`src/rtl/apb_master_bridge.sv`:
```
// apb_master_bridge: valid/ready command to APB requester with wait-state timeout
module apb_master_bridge #(
  parameter int ADDR_WIDTH     = 32,
  parameter int DATA_WIDTH     = 8,
  parameter int TIMEOUT_CYCLES = 16
) (
  input  logic                  PCLK,
  input  logic                  PRESET,
  input  logic                  cmd_valid,
  output logic                  cmd_ready,
  input  logic                  cmd_write,
  input  logic [ADDR_WIDTH-1:0] cmd_addr,
  input  logic [DATA_WIDTH-1:0] cmd_wdata,
  input  logic [2:0]            cmd_prot,
  output logic                  rsp_valid,
  input  logic                  rsp_ready,
  output logic [DATA_WIDTH-1:0] rsp_rdata,
  output logic                  rsp_slverr,
  output logic                  rsp_timeout,
  output logic [ADDR_WIDTH-1:0] PADDR,
  output logic [2:0]            PPROT,
  output logic                  PNSE,
  output logic                  PSEL,
  output logic                  PENABLE,
  output logic                  PWRITE,
  output logic [DATA_WIDTH-1:0] PWDATA,
  input  logic [DATA_WIDTH-1:0] PRDATA,
  input  logic                  PREADY,
  input  logic                  PSLVERR
);
  localparam int CW = TIMEOUT_CYCLES > 0 ? $clog2(TIMEOUT_CYCLES + 1) : 1;
  typedef enum logic [1:0] {IDLE, SETUP, ACCESS, RESP} state_t;
  state_t state, state_nxt;
  logic [CW-1:0] wait_cnt;
  logic accept, timeout_hit;
  assign cmd_ready   = state == IDLE && !PRESET;
  assign accept      = cmd_valid && cmd_ready;
  assign timeout_hit = TIMEOUT_CYCLES != 0 && !PREADY && int'(wait_cnt) == TIMEOUT_CYCLES - 1;
  assign PNSE        = 1'b0;
  // next-state decode
  always_comb begin
    state_nxt = state;
    unique case (state)
      IDLE:    state_nxt = accept ? SETUP : IDLE;
      SETUP:   state_nxt = ACCESS;
      ACCESS:  state_nxt = (PREADY || timeout_hit) ? RESP : ACCESS;
      RESP:    state_nxt = rsp_ready ? IDLE : RESP;
    endcase
  end
  // state register
  always_ff @(posedge PCLK) begin
    if (PRESET) state <= IDLE;
    else state <= state_nxt;
  end
  // registered APB strobes, captured command, wait counter and response
  always_ff @(posedge PCLK) begin
    if (PRESET) begin
      PSEL        <= 1'b0;
      PENABLE     <= 1'b0;
      PWRITE      <= 1'b0;
      PADDR       <= '0;
      PWDATA      <= '0;
      PPROT       <= '0;
      rsp_valid   <= 1'b0;
      rsp_rdata   <= '0;
      rsp_slverr  <= 1'b0;
      rsp_timeout <= 1'b0;
      wait_cnt    <= '0;
    end else begin
      PSEL      <= state_nxt == SETUP || state_nxt == ACCESS;
      PENABLE   <= state_nxt == ACCESS;
      rsp_valid <= state_nxt == RESP;
      if (accept) begin
        PWRITE   <= cmd_write;
        PADDR    <= cmd_addr;
        PWDATA   <= cmd_wdata;
        PPROT    <= cmd_prot;
        wait_cnt <= '0;
      end else if (state == ACCESS && !PREADY && wait_cnt != '1) begin
        wait_cnt <= wait_cnt + 1'b1;
      end
      if (state == ACCESS && PREADY) begin
        rsp_rdata   <= PWRITE ? '0 : PRDATA;
        rsp_slverr  <= PSLVERR;
        rsp_timeout <= 1'b0;
      end else if (state == ACCESS && timeout_hit) begin
        rsp_rdata   <= '0;
        rsp_slverr  <= 1'b1;
        rsp_timeout <= 1'b1;
      end
    end
  end
endmodule

```
`config.mk`:
```
export PLATFORM = sky130hd
export DESIGN_NAME = apb_master_bridge
export DESIGN_NICKNAME = d
export VERILOG_FILES = /design/src/rtl/apb_master_bridge.sv
export SDC_FILE = /design/constraint.sdc
export NUM_CORES = 1
export LEC_CHECK = 0
export CORE_UTILIZATION = 40
export DETAILED_ROUTE_END_ITERATION = 10
export PLACE_DENSITY = 0.88
export SLEW_MARGIN = 20
export SYNTH_ARGS = -nofsm -noshare
export SYNTH_HDL_FRONTEND = slang
export SYNTH_SLANG_ARGS = --single-unit
```
`constraint.sdc`:
```
create_clock -name PCLK -period 2.5 [get_ports PCLK]
set_clock_uncertainty 0.2 [all_clocks]
set_input_delay 0.25 -clock PCLK [delete_from_list [all_inputs] [get_ports PCLK]]
set_output_delay 0.25 -clock PCLK [all_outputs]
set_load 0.005 [all_outputs]
```
=== Word-level counts from Yosys, hierarchy flattened ===
Index checks and enable logic that the tools add are counted.

* Flip-flop bits (word level): 64
* Latch bits: 0
* Memory bits (writable): 0
* Bits in read-only memories: 0
* Bits of input ports: 58
* Output and inout bits: 59
* Memories: 0

* $add $sub $neg: 1
* $mul: 0
* Divide/modulo/power cells: 0
* $lt $le $gt $ge: 0
* Equality and inequality tests: 8
* Shifts and indexed selects: 0
* Muxes and demuxes: 9
* Bitwise logic cells: 0
* Reductions and logical operators: 15

{| class="wikitable"
|+ Operators with widths
! cell !! count
|-
| 8-bit 2-to-1 mux || 3
|-
| 2-bit == test, second input constant || 4
|-
| 2-bit one-hot mux with 4 select lines || 1
|-
| 1-bit logical AND || 7
|-
| 5-bit by 1-bit adder with 5-bit output, second input constant || 1
|-
| 5-bit == test, second input constant || 1
|-
| 5-bit != test, second input constant || 1
|-
| 2-bit by 1-bit == test with 1-bit output, second input constant || 2
|-
| 1-bit 2-to-1 mux || 4
|-
| 2-bit OR reduction || 2
|-
| 1-bit zero test || 2
|-
| 2-bit zero test || 1
|-
| 1-bit logical OR || 2
|-
| 2-bit 2-to-1 mux || 1
|-
| 2-bit nonzero test || 1
|}

=== Longest topological paths before layout ===
* Depth in word-level cells: 7
* Gate-level depth with buffers: 8

=== Worst setup path before layout ===
Ideal clock, no wire load.

* Path type: register -> register
* Start: reg wait_cnt[0]
* End: reg wait_cnt[3]
* Data arrival time: 1,840 ps
* Required time: 2,230 ps
* Setup slack: 390 ps
* Cell stages (with the launch flop): 7
* Buffers on the path: 0
* Cell sequence: dfxtp_1 ha_1 and3_1 ha_1 or4b_4 or3_1 a21oi_1

* Cells in the longest elaborated chain, start to end: 2

{| class="wikitable"
|+ Ends and longest elaborated chain
! what !! RTL line !! RTL
|-
| start: declaration || 34 || <nowiki>logic [CW-1:0] wait_cnt;</nowiki>
|-
| start signal: assignment || 80 || <nowiki>wait_cnt <= wait_cnt + 1'b1;</nowiki>
|-
| parallel branches: the longest is 2 deep, another holds 5-bit by 1-bit adder with 5-bit output || -- ||
|}

Parallel ways; which one is timed is not known.
A chain may end at the register's enable or synchronous reset.

=== Worst setup path after layout ===
Ends and elaborated chain as after synthesis.

==> metrics.txt <==
outcome=finished clean; Max Freq=449 MHz; Std-Cell Rows=27; routed vias/inst=4.86; Initial Util=0.424; via count=2,316; Synth Warn #=0; core area=5610 um2; worst hold path cell count=2; leakage=1.36 nW; Clock Latency Late Sink=0.32 ns; hold_buf cts=0; Worst Hold Path EP=state[0]; Clock Sinks=64; WP data required=2.55 ns; first-pass GRT wire length=9850 um; register area share after synthesis=0.539; Routed Antenna Nets=0; final max-slew violation count=0; Final #Nets=467; reg2reg start=wait_cnt[0]; Post-Route WL=6110 um; Num CTS Buffers=9; Die ar.=6250 um2; R2R depth=6; Die H=79.1 um; Worst R2R Setup Slack=0.27 ns; MaxCap Viol Count=0; pre-CTS WS=0.284 ns; Distinct cells, synth=30; final hold vios=0; DRT Pass-1 Iters=4; minimum clock period=2.23 ns; Sw Ratio=0.233; overall power=2.12 mW; critical setup path kind=reg2reg; post-synth top area share=0.539; fin crit share=0.890; Setup Viol. Count Final=0; Top Ports=117; FF-to-FF End=wait_cnt[3]; Post-route DRC=0; Area Growth Syn to Fin=56.8%; largest net degree at the start of global routing=53; initial antenna violation count=0; cell area after synthesis=2380 um2; worst vdd ir=387 uV; ant diodes=0; Reg clk slew, reported paths=0.06 ns; crit end category=flop; post-synthesis cell count=291; vias in the first global route=2,260; Synth area leader=dfxtp_1; Area contributors post-synth=dfxtp_1, nand2_1, a21oi_1, ha_1, clkbuf_1; syn_nets=354; Worst Hold Class=in2reg; Arrival @ worst endpoint=2.27 ns; Buffers on Ports=115; RSZ-0062 raised after global routing=no; Slew headroom=0.643; Setup TNS Final=0 ns; width of the die=79.1 um; Worst Max-Slew Pin Slew=0.536 ns; PnR worst setup slack=0.274 ns; layout cells sized above 1=0.0593; CTS root buf=clkbuf_8; Global Route Usage Sum=0.202; Post-CTS Resized=0; global placement routability congestion=0.753; H-tree depth=3; postcts setup bufs=0; Clock Tree Buf Depth=2; # fillers=484; Clock power frac=0.327; drt wl/cell=12.8 um; total grt overflow=0; worst hold start=PRESET; Pwr Density=570 nW/um2; Comb power frac=0.156; Post-Syn Area per Cell=8.17 um2; crit path max fanout=5; Worst Setup Start Kind=flop; DP HPWL=4360 um; Int Pwr=1.63 mW; Sw Pwr=0.495 mW; Iter 0 DRT Violations=92; sequential share of power=0.516; CTS tree=built; Yosys reg bits=64
==> cells by family after synthesis <==
| kind of cell | after synthesis | share of synthesized area |
|---|---|---|
| compound gates | 72 | 0.159 |
| xor+xnor | 1 | 0.00369 |
| fa+ha+maj | 5 | 0.0263 |
| buf+inv | 25 | 0.0458 |
| flops | 64 | 0.539 |
| other cells | 1 | 0.00158 |
| simple gates | 123 | 0.224 |
==> worst max-delay path by stage <==
stage                      from     endpoint
floorplan           wait_cnt[0]  wait_cnt[3]
global placement    wait_cnt[0]  wait_cnt[3]
detailed placement  wait_cnt[0]  wait_cnt[3]
CTS                 wait_cnt[0]  wait_cnt[3]
global route        wait_cnt[0]  wait_cnt[3]
finish              wait_cnt[0]  wait_cnt[3]
==> power groups by stage <==
stage               clock, mW  sequential (mW)  combinational [mW]
global placement            0             1.12               0.328
finish                  0.695             1.10               0.332
detailed placement          0             1.12               0.334
floorplan                   0             1.12               0.126
CTS                     0.728             1.10               0.336
global route            0.774             1.10               0.366
==> Yosys cell counts (all sizes together) <==
| cell type | n |
|---|---|
| a21oi | 56 |
| inv | 4 |
| buf | 6 |
| conb | 1 |
| xnor2 | 1 |
| nor2b | 3 |
| o21ai | 10 |
| o21a | 1 |
| nand2 | 99 |
| ha | 5 |
| dfxtp | 64 |
| or3 | 2 |
| nor4b | 2 |
| a21o | 1 |
| and3 | 2 |
| clkbuf | 15 |
| nor4bb | 1 |
| nor3 | 2 |
| a31oi | 1 |
| a211oi | 2 |
| or4b | 2 |
| o221a | 1 |
| nand2b | 1 |
| nor2 | 8 |
| nand3 | 1 |
==> worst max-delay path, cell delays in order, from the launching register on <==
cell	delay, ns
dfxtp_1	0.34
ha_1	0.21
and3_1	0.20
ha_1	0.21
or4b_4	0.51
or3_1	0.36
a21oi_1	0.14
==> routing by layer <==
| layer | GRT usage | routed length, um |
|---|---|---|
| met1 | 0.213 | 2550 |
| met2 | 0.362 | 2970 |
| met3 | 0.0621 | 477 |
| met4 | 0.100 | 114 |
| met5 | 0 | 0 |
==> sequential cells by signal (all words and copies together), names as in the netlist <==
register,count
PWDATA,8
wait_cnt,5
PSEL,1
PPROT,3
rsp_slverr,1
rsp_valid,1
PENABLE,1
PADDR,32
PWRITE,1
rsp_timeout,1
state,2
rsp_rdata,8
==> cells in the final DEF (no fill, tap or decap), types with 2 or more instances in the layout <==
master | netlist | layout
clkdlybuf4s50_1 | 0 | 114
nand2_1 | 99 | 99
dfxtp_1 | 64 | 64
a21oi_1 | 56 | 56
o21ai_0 | 10 | 10
clkbuf_8 | 0 | 10
nor2_1 | 8 | 8
buf_4 | 1 | 8
ha_1 | 5 | 5
inv_1 | 4 | 4
nor2b_1 | 3 | 3
and3_1 | 2 | 2
nor3_1 | 2 | 2
or3_1 | 2 | 2
a211oi_1 | 2 | 2
clkinv_2 | 0 | 2
==> stage by stage <==
| step | instance area [um2] | std cells | hold WS (ns) | util |
|---|---|---|---|---|
| 3_3_place_gp | 3580 | 465 | 0.240 | 0.638 |
| 4_1_cts | 3730 | 477 | 0.0486 | 0.664 |
| 6_report | 3730 | 477 | 0.0636 | 0.664 |
| 2_1_floorplan | 2380 | 291 | 0.147 | - |
| 3_5_place_dp | 3580 | 465 | 0.245 | 0.638 |
| 5_1_grt | 3730 | 477 | 0.0801 | 0.664 |
==> area by class of cell <==
| class | count | area (um2) | area share |
|---|---|---|---|
| clock inverters | 2 | 10.0 | 0.00269 |
| repair buffers | 123 | 1210 | 0.324 |
| multi-input cells | 202 | 986 | 0.265 |
| inverters | 4 | 15.0 | 0.00403 |
| flip-flops and latches | 64 | 1280 | 0.344 |
| clock buffers | 10 | 138 | 0.0369 |
| well taps | 72 | 90.1 | 0.0242 |
No activity file was read; power rests on OpenSTA's default activity.
